File: src/rtl/muldiv_unit.sv
// muldiv_unit: iterative RV32M/RV64M multiply/divide unit for the EX stage.
// It accepts one operation per valid/ready handshake and runs one radix-2 step
// per clock. Results come back with a one-cycle done_o pulse and a tag.
//
// Ports:
//   clk_i, rst_i      clock (rising edge), asynchronous active-high reset
//   valid_i, ready_o  request handshake; accepted when valid_i & ready_o & !flush_i
//   funct3_i          0 MUL, 1 MULH, 2 MULHSU, 3 MULHU, 4 DIV, 5 DIVU, 6 REM, 7 REMU
//   op_a_i, op_b_i    rs1 / rs2 operands
//   tag_i, tag_o      pass-through tag (destination register)
//   flush_i           abort the in-flight operation
//   busy_o            high while iterating (drives pipeline stall)
//   done_o            one-cycle result-valid pulse
//   result_o          result, held until the next done_o
module muldiv_unit #(
  parameter int XLEN  = 32,
  parameter int TAG_W = 5
) (
  input  logic             clk_i,
  input  logic             rst_i,
  input  logic             valid_i,
  output logic             ready_o,
  input  logic [2:0]       funct3_i,
  input  logic [XLEN-1:0]  op_a_i,
  input  logic [XLEN-1:0]  op_b_i,
  input  logic [TAG_W-1:0] tag_i,
  input  logic             flush_i,
  output logic             busy_o,
  output logic             done_o,
  output logic [XLEN-1:0]  result_o,
  output logic [TAG_W-1:0] tag_o
);

  localparam int CNT_W = $clog2(XLEN);

  typedef enum logic [1:0] {IDLE, CALC, DONE} state_t;

  state_t              state;
  logic [CNT_W-1:0]    count;
  logic [2:0]          op_r;
  logic                neg_r;
  logic [2*XLEN-1:0]   acc;
  logic [XLEN-1:0]     operand_r;
  logic [TAG_W-1:0]    tag_r;

  logic                accept;
  logic                is_div_in, sign_a_in, sign_b_in, neg_in;
  logic                div_zero, div_ovf;
  logic [XLEN-1:0]     mag_a, mag_b, fast_res;

  logic [XLEN:0]       mul_sum, div_shifted, div_diff;
  logic                q_bit;
  logic [XLEN-1:0]     rem_next;
  logic [2*XLEN-1:0]   step_next;
  logic [XLEN-1:0]     hi_neg, div_sel, final_res;

  assign ready_o = (state == IDLE) || (state == DONE);
  assign busy_o  = (state == CALC);
  assign done_o  = (state == DONE);
  assign accept  = valid_i & ready_o & ~flush_i;

  // Request decode: signed operands are turned into magnitudes up front so the
  // iteration is purely unsigned; the result sign is applied on the last step.
  // MULHSU treats only operand A as signed. REM results follow the dividend.
  always_comb begin
    is_div_in = funct3_i[2];
    sign_a_in = op_a_i[XLEN-1] &
                ((funct3_i == 3'd1) | (funct3_i == 3'd2) | (funct3_i == 3'd4) | (funct3_i == 3'd6));
    sign_b_in = op_b_i[XLEN-1] &
                ((funct3_i == 3'd1) | (funct3_i == 3'd4) | (funct3_i == 3'd6));
    mag_a     = sign_a_in ? -op_a_i : op_a_i;
    mag_b     = sign_b_in ? -op_b_i : op_b_i;
    neg_in    = (funct3_i[2] & funct3_i[1]) ? sign_a_in : (sign_a_in ^ sign_b_in);
    div_zero  = is_div_in & (op_b_i == '0);
    div_ovf   = is_div_in & ~funct3_i[0] &
                (op_a_i == {1'b1, {(XLEN-1){1'b0}}}) & (op_b_i == '1);
    // Corner cases resolved without iterating.
    if (div_zero)
      fast_res = funct3_i[1] ? op_a_i : '1;
    else
      fast_res = funct3_i[1] ? '0 : op_a_i;
  end

  // One iteration step. Multiply: acc = {partial high, remaining multiplier},
  // add the multiplicand when the multiplier LSB is set and shift right.
  // Divide: acc = {partial remainder, dividend/quotient}, restoring subtract.
  always_comb begin
    mul_sum     = {1'b0, acc[2*XLEN-1:XLEN]} + (acc[0] ? {1'b0, operand_r} : '0);
    div_shifted = {acc[2*XLEN-1:XLEN], acc[XLEN-1]};
    div_diff    = div_shifted - {1'b0, operand_r};
    q_bit       = ~div_diff[XLEN];
    rem_next    = q_bit ? div_diff[XLEN-1:0] : div_shifted[XLEN-1:0];
    if (op_r[2])
      step_next = {rem_next, acc[XLEN-2:0], q_bit};
    else
      step_next = {mul_sum, acc[XLEN-1:1]};
  end

  // Sign correction of the final step. Negating a 2*XLEN product only needs
  // the high half: ~hi plus a carry when the low half is zero.
  always_comb begin
    hi_neg  = ~step_next[2*XLEN-1:XLEN] + {{(XLEN-1){1'b0}}, (step_next[XLEN-1:0] == '0)};
    div_sel = op_r[1] ? step_next[2*XLEN-1:XLEN] : step_next[XLEN-1:0];
    if (op_r[2])
      final_res = neg_r ? -div_sel : div_sel;
    else if (op_r[1:0] == 2'd0)
      final_res = step_next[XLEN-1:0];
    else
      final_res = neg_r ? hi_neg : step_next[2*XLEN-1:XLEN];
  end

  // Control FSM and datapath registers. A request may be taken in IDLE or in
  // the DONE cycle; flush aborts CALC without touching result_o/tag_o.
  always_ff @(posedge clk_i or posedge rst_i) begin
    if (rst_i) begin
      state     <= IDLE;
      count     <= '0;
      op_r      <= '0;
      neg_r     <= 1'b0;
      acc       <= '0;
      operand_r <= '0;
      tag_r     <= '0;
      result_o  <= '0;
      tag_o     <= '0;
    end else begin
      case (state)
        IDLE, DONE: begin
          if (accept) begin
            op_r  <= funct3_i;
            neg_r <= neg_in;
            tag_r <= tag_i;
            if (div_zero || div_ovf) begin
              result_o <= fast_res;
              tag_o    <= tag_i;
              state    <= DONE;
            end else begin
              acc       <= is_div_in ? {{XLEN{1'b0}}, mag_a} : {{XLEN{1'b0}}, mag_b};
              operand_r <= is_div_in ? mag_b : mag_a;
              count     <= CNT_W'(XLEN - 1);
              state     <= CALC;
            end
          end else begin
            state <= IDLE;
          end
        end
        CALC: begin
          if (flush_i) begin
            count <= '0;
            state <= IDLE;
          end else begin
            acc <= step_next;
            if (count == '0) begin
              result_o <= final_res;
              tag_o    <= tag_r;
              state    <= DONE;
            end else begin
              count <= count - 1'b1;
            end
          end
        end
        default: state <= IDLE;
      endcase
    end
  end

endmodule

File: config.mk
export PLATFORM = sky130hd
export DESIGN_NAME = muldiv_unit
export DESIGN_NICKNAME = d
export VERILOG_FILES = /design/src/rtl/muldiv_unit.sv
export SDC_FILE = /design/constraint.sdc
export NUM_CORES = 1
export LEC_CHECK = 0
export CORE_MARGIN = 10
export CORE_UTILIZATION = 55
export CTS_BUF_LIST = sky130_fd_sc_hd__clkbuf_2 sky130_fd_sc_hd__clkbuf_4 sky130_fd_sc_hd__clkbuf_8
export CTS_CLUSTER_DIAMETER = 120
export DETAILED_ROUTE_END_ITERATION = 8
export PLACE_DENSITY_LB_ADDON = 0.15
export SKIP_CTS_REPAIR_TIMING = 1
export SYNTH_ARGS = -nofsm -noshare
export SYNTH_HDL_FRONTEND = slang
export SYNTH_SLANG_ARGS = --single-unit
File: constraint.sdc
create_clock -name clk_i -period 5.35 [get_ports clk_i]
set_clock_uncertainty 0.2 [all_clocks]
set_input_delay 1.07 -clock clk_i [delete_from_list [all_inputs] [get_ports clk_i]]
set_output_delay 1.07 -clock clk_i [all_outputs]
set_load 0.03 [all_outputs]
# Word-level counts from Yosys, hierarchy flattened
# Cells that the tools add are included.
# word_totals
reg_bits,149
word_cells,105
inputBits,76
out_inout_bits,40
# classes
muxes,40
eq_ne,15
n_addsub,7
n_bitwise,20
reduce_logical,14
# op_table
op,n
two-way mux 32 bit,18
two-way mux 64 bit,4
case mux 64 bit (2 select lines),1
negator 32 bit,3
== test 32 bit (second input constant),2
zero test 32 bit,2
case mux 32 bit (2 select lines),1
two-way mux 5 bit,8
adder 32 x 32 -> 33 bit,1
subtractor 33 x 32 -> 33 bit,1
adder 32 x 1 -> 32 bit,1
inverter 32 bit,1
case mux 5 bit (2 select lines),2
AND 1 bit,9
two-way mux 2 bit,4
!= test 2 bit (second input constant),4
AND reduction 4 bit,2
== test 3 bit (second input constant),2
zero test 5 bit,1
bitwise OR 1 bit,5
AND reduction 5 bit,1
subtractor 5 x 1 -> 5 bit (second input constant),1
zero test 2 bit,2
inverter 1 bit,4
other kinds (15),16

# Depth between registers and ports, before layout
# logic_depth
word_depth,11
depth_mapped,26
depth_no_buf,21

# Worst setup path after synthesis
# No wires, ideal clock.
# synth_path
path_type,register to register
from,register op_r[2]
to,register result_o[30]
setup_time_ns,0.132
n_path_buf,7
path_stages_with_launch,23
setup_slack_ns,-0.333
period_less_slack_ns,5.683
t_required_ns,5.018
arrival_ns,5.350
path_cell_list,dfrtp_1 buf_1 clkbuf_1 buf_2 buf_1 buf_1 buf_1 clkbuf_1 mux2i_1 nand2_1 nor3_1 nand4b_1 nor4_1 nand4_1 nor2_1 ha_1 ha_1 nand4_2 or2_4 o41ai_2 xnor2_1 o311ai_1 a2bb2oi_1
# synth_between
elab_chain_len,9
word_cells_on_any_way,13
classes_between,2 x add/sub; 9 x mux; 1 x bitwise; 1 x reduce/logical
# synth_rtl
element,line_no,text
"start, declared",40,logic [2:0] op_r;
"start signal, assigned",129,op_r <= funct3_i;
two-way mux 64 bit,93,if (op_r[2])
zero test 32 bit or inverter 32 bit (tied branches),102,"hi_neg = ~step_next[2*XLEN-1:XLEN] + {{(XLEN-1){1'b0}}, (step_next[XLEN-1:0] == '0)};"
adder 32 x 1 -> 32 bit,102,
two-way mux 32 bit,109,final_res = neg_r ? hi_neg : step_next[2*XLEN-1:XLEN];
two-way mux 32 bit,106,else if (op_r[1:0] == 2'd0)
two-way mux 32 bit *,104,if (op_r[2])
two-way mux 32 bit *,152,if (count == '0) begin
two-way mux 32 bit *,147,if (flush_i) begin
case mux 32 bit (2 select lines) *,126,case (state)
"end signal, assigned",133,result_o <= fast_res;
"end signal, assigned",153,result_o <= final_res;
"end, declared",30,"output logic [XLEN-1:0] result_o,"
# Mark *: on every way between the ends. The rest lies on a longest branch, timed or not. The select of a mux whose other input is x is not followed.
# A chain may end at the register's enable or synchronous reset.

# Worst setup path in the final report
# layout_path
from,register acc[31]
to,register result_o[22]
# layout_between
elab_chain_len,11
word_cells_on_any_way,16
classes_between,3 x add/sub; 10 x mux; 2 x bitwise; 1 x reduce/logical
# layout_rtl
element,line_no,text
"start, declared",42,logic [2*XLEN-1:0] acc;
"start signal, assigned",137,"acc <= is_div_in ? {{XLEN{1'b0}}, mag_a} : {{XLEN{1'b0}}, mag_b};"
"start signal, assigned",151,acc <= step_next;
subtractor 33 x 32 -> 33 bit,90,"div_diff = div_shifted - {1'b0, operand_r};"
inverter 1 bit or two-way mux 32 bit (tied branches),"91, 92",
two-way mux 64 bit *,93,
zero test 32 bit or inverter 32 bit (tied branches),102,
adder 32 x 1 -> 32 bit,102,
two-way mux 32 bit,109,
two-way mux 32 bit,106,
two-way mux 32 bit *,104,
two-way mux 32 bit *,152,
two-way mux 32 bit *,147,
case mux 32 bit (2 select lines) *,126,
# Marks and branches as above.

==> results.toml <==
[status]
status = "complete, but fails checks"
violations = "DRC, setup timing"

[route]
drt_iter0_markers = 3015
vias = 20100
drc = 1
drt-wirelength-per-cell_um = 26.0
wl_um = 76600
firstDrtPassIters = 9
via_per_inst = 6.81
ant_nets = 0

[sta]
period_share = 1.01
clock.fmax_mhz = 185
worst_slew_pin_slew_ns = 1.03
slew_headroom = 0.312
rsz0062_at_grt = "true"
slew_viol_final = 0
finalHoldViolCount = 0
setup_ws_ns = -0.0434
setup_viol = 3
fin_crit_ns = 5.39

[clock_tree]
cts.root.buffer_cell = "clkbuf_8"
clk_pin_slew_worst_paths_ns = 0.09
clk_latency_ns = 0.52
clk_path_buf_depth = 2
numCtsBuffers = 17
cts_num_sinks = 149
cts_tree = "done"
htree_levels = 4

[place]
place.gp.congestion = 1.13
pre_cts_slack_ns = -0.0805
dpl.hpwl_um = 60400
dp.cells = 2903
io_buffers = 115

[global_route]
grt_pass1_vias = 18500
grt_pass1_wl_um = 114000
grtUsageTotal = 0.383
overflow = 0
grt_start_max_net_pins = 113
antenna_found_initial = 5

[synth]
synth_area_um2 = 16900
synthMuxAreaShare = 0.0443
synth_nets = 2502
synth_xor_area_frac = 0.0810
syn_area_per_cell_um2 = 7.18
ys_seq_area_frac = 0.221
synth-edff-count = 0
ys_ff_latch = 149
synth_flop_cell = "dfrtp_1"
synthDistinctLibCells = 96
yosys.area_share.adder = 0.0565
synth_compound_area_frac = 0.301
synthSimpleGateAreaFrac = 0.243
synth_top_family_by_area = "compound AO/OA/AOI/OAI gates"
syn_inst = 2351
synthArstFlopShare = 1.00
yosys_warnings = 0

[critical_path]
end_kind = "flip-flop"
cp.required_ns = 5.59
cp_max_fo = 7
cp-start-kind = "flip-flop"
criticalPathCategory = "reg -> reg"
worstPathArrival_ns = 5.63

[power]
p_leak_nw = 8.55
total_power_mw = 11.7
power.density_nw_per_um2 = 575
peakVddDrop_mv = 0.302

[floorplan]
die_w_um = 195
die_y_um = 195
rows = 64
start_util = 0.554
dieArea_um2 = 38100
io_pins = 116
core-area_um2 = 30400

[run]
cap_violations = 0

[cells_and_area]
fill_cells = 2654
layout-drive-gt1-share = 0.143
stdcell_count = 2947
diodes = 0
syn_to_final_growth_pct = 20.4
layout.nets = 2689

[hold_path]
hp-class = "reg -> reg"
==> state kept, by name, indices dropped and copies added, names as in the netlist <==
name and flops:
acc 64, operand_r 32, result_o 32, count 5, tag_o 5, tag_r 5, op_r 3, state 2
neg_r 1
==> per-layer routing <==
layer	up-vias	GRT usage	part of all wire
met3	303	0.101	0.13
met2	1447	0.562	0.42
li1	8921	-	-
met4	8	0.211	0.065
met5	-	0	0.00056
met1	9394	0.502	0.39
==> synthesized netlist by cell type, drive strengths merged, types with 52 or more instances <==
| library cell | n | area, µm² |
|---|---|---|
| inv | 82 | 308 |
| ha | 73 | 913 |
| mux2i | 52 | 533 |
| a21oi | 237 | 1200 |
| dfrtp | 149 | 3730 |
| xor2 | 66 | 578 |
| nor2 | 247 | 927 |
| nand2 | 314 | 1180 |
| nor3 | 57 | 285 |
| o21ai | 217 | 1090 |
| xnor2 | 90 | 788 |
| clkbuf | 114 | 428 |
==> power breakdown <==
| part | internal, mW | switching (mW) |
|---|---|---|
| clock network | 0.331 | 0.545 |
| logic | 3.39 | 5.45 |
| registers | 1.50 | 0.461 |
==> metrics by stage <==
stage	TNS (ns)	area, µm²	hold WS, ns	utilization
4_1_cts	-0.464	19900	0.292	0.654
2_1_floorplan	0	16900	0.263	-
6_report	-0.0720	20300	0.295	0.667
3_3_place_gp	-0.0644	19500	0.262	0.642
5_1_grt	-1.26	20300	0.328	0.667
3_5_place_dp	-0.200	19500	0.275	0.642
==> kinds of logic (layout without fill, tap and decap cells) <==
kind of cell             count (synthesis)  count (layout)
buffers and inverters                  229             429
flip-flops                             149             149
AND/OR/NAND/NOR                        880             880
AO/OA/AOI/OAI                          791             791
XOR/XNOR                               156             156
multiplexers                            71              71
adder cells (fa/ha/maj)                 75              75
==> placed cells by master, fill, tap and decap left out, drive strengths merged, types with 57 or more instances in the layout <==
cell and count:
o21ai 217, a21oi 237, nor2 247, ha 73, nand2 314, xnor2 90, inv 90, xor2 66
clkdlybuf4s50 114, nor3 57, dfrtp 149, buf 201
==> final timing paths <==
check	from	end	slack, ns	depth (start not counted)
max in group asynchronous	rst_i	op_r[2]$_DFFE_PP0P_	3.12	3
min in group asynchronous	rst_i	operand_r[24]$_DFFE_PP0P_	0.86	2
max reg2reg	acc[31]$_DFFE_PP0P_	result_o[22]$_DFFE_PP0P_	-0.04	23
min	result_o[7]$_DFFE_PP0P_	result_o[7]$_DFFE_PP0P_	0.30	1
max	acc[31]$_DFFE_PP0P_	result_o[22]$_DFFE_PP0P_	-0.04	23
min reg2reg	result_o[7]$_DFFE_PP0P_	result_o[7]$_DFFE_PP0P_	0.30	1
==> layout make-up <==
class	instances	area, µm²	share of cell area
Multi-Input combinational cell	1973	12600	0.621
Sequential cell	149	3730	0.184
Timing Repair Buffer	315	2800	0.138
Tap cell	396	495	0.0244
Inverter	82	313	0.0154
Clock buffer	17	234	0.0115
Clock inverter	15	120	0.00592
==> worst max-delay path: stages, from the launching register on <==
cell and delay, ns:
dfrtp_1 0.40, inv_2 0.13, ha_4 0.15, inv_2 0.04, fa_2 0.41, a211oi_2 0.28
o211ai_1 0.22, nand4_1 0.27, a211o_1 0.26, o211ai_4 0.17, buf_6 0.16, nand2_2 0.06
a31o_4 0.15, mux2_4 0.16, ha_4 0.14, nor4b_4 0.19, a221oi_2 0.08, or4_4 0.56
or4_4 0.45, buf_12 0.16, o41ai_4 0.23, xor2_1 0.21, a21oi_1 0.09, a21oi_1 0.15
No activity file was read; power rests on OpenSTA's default activity.
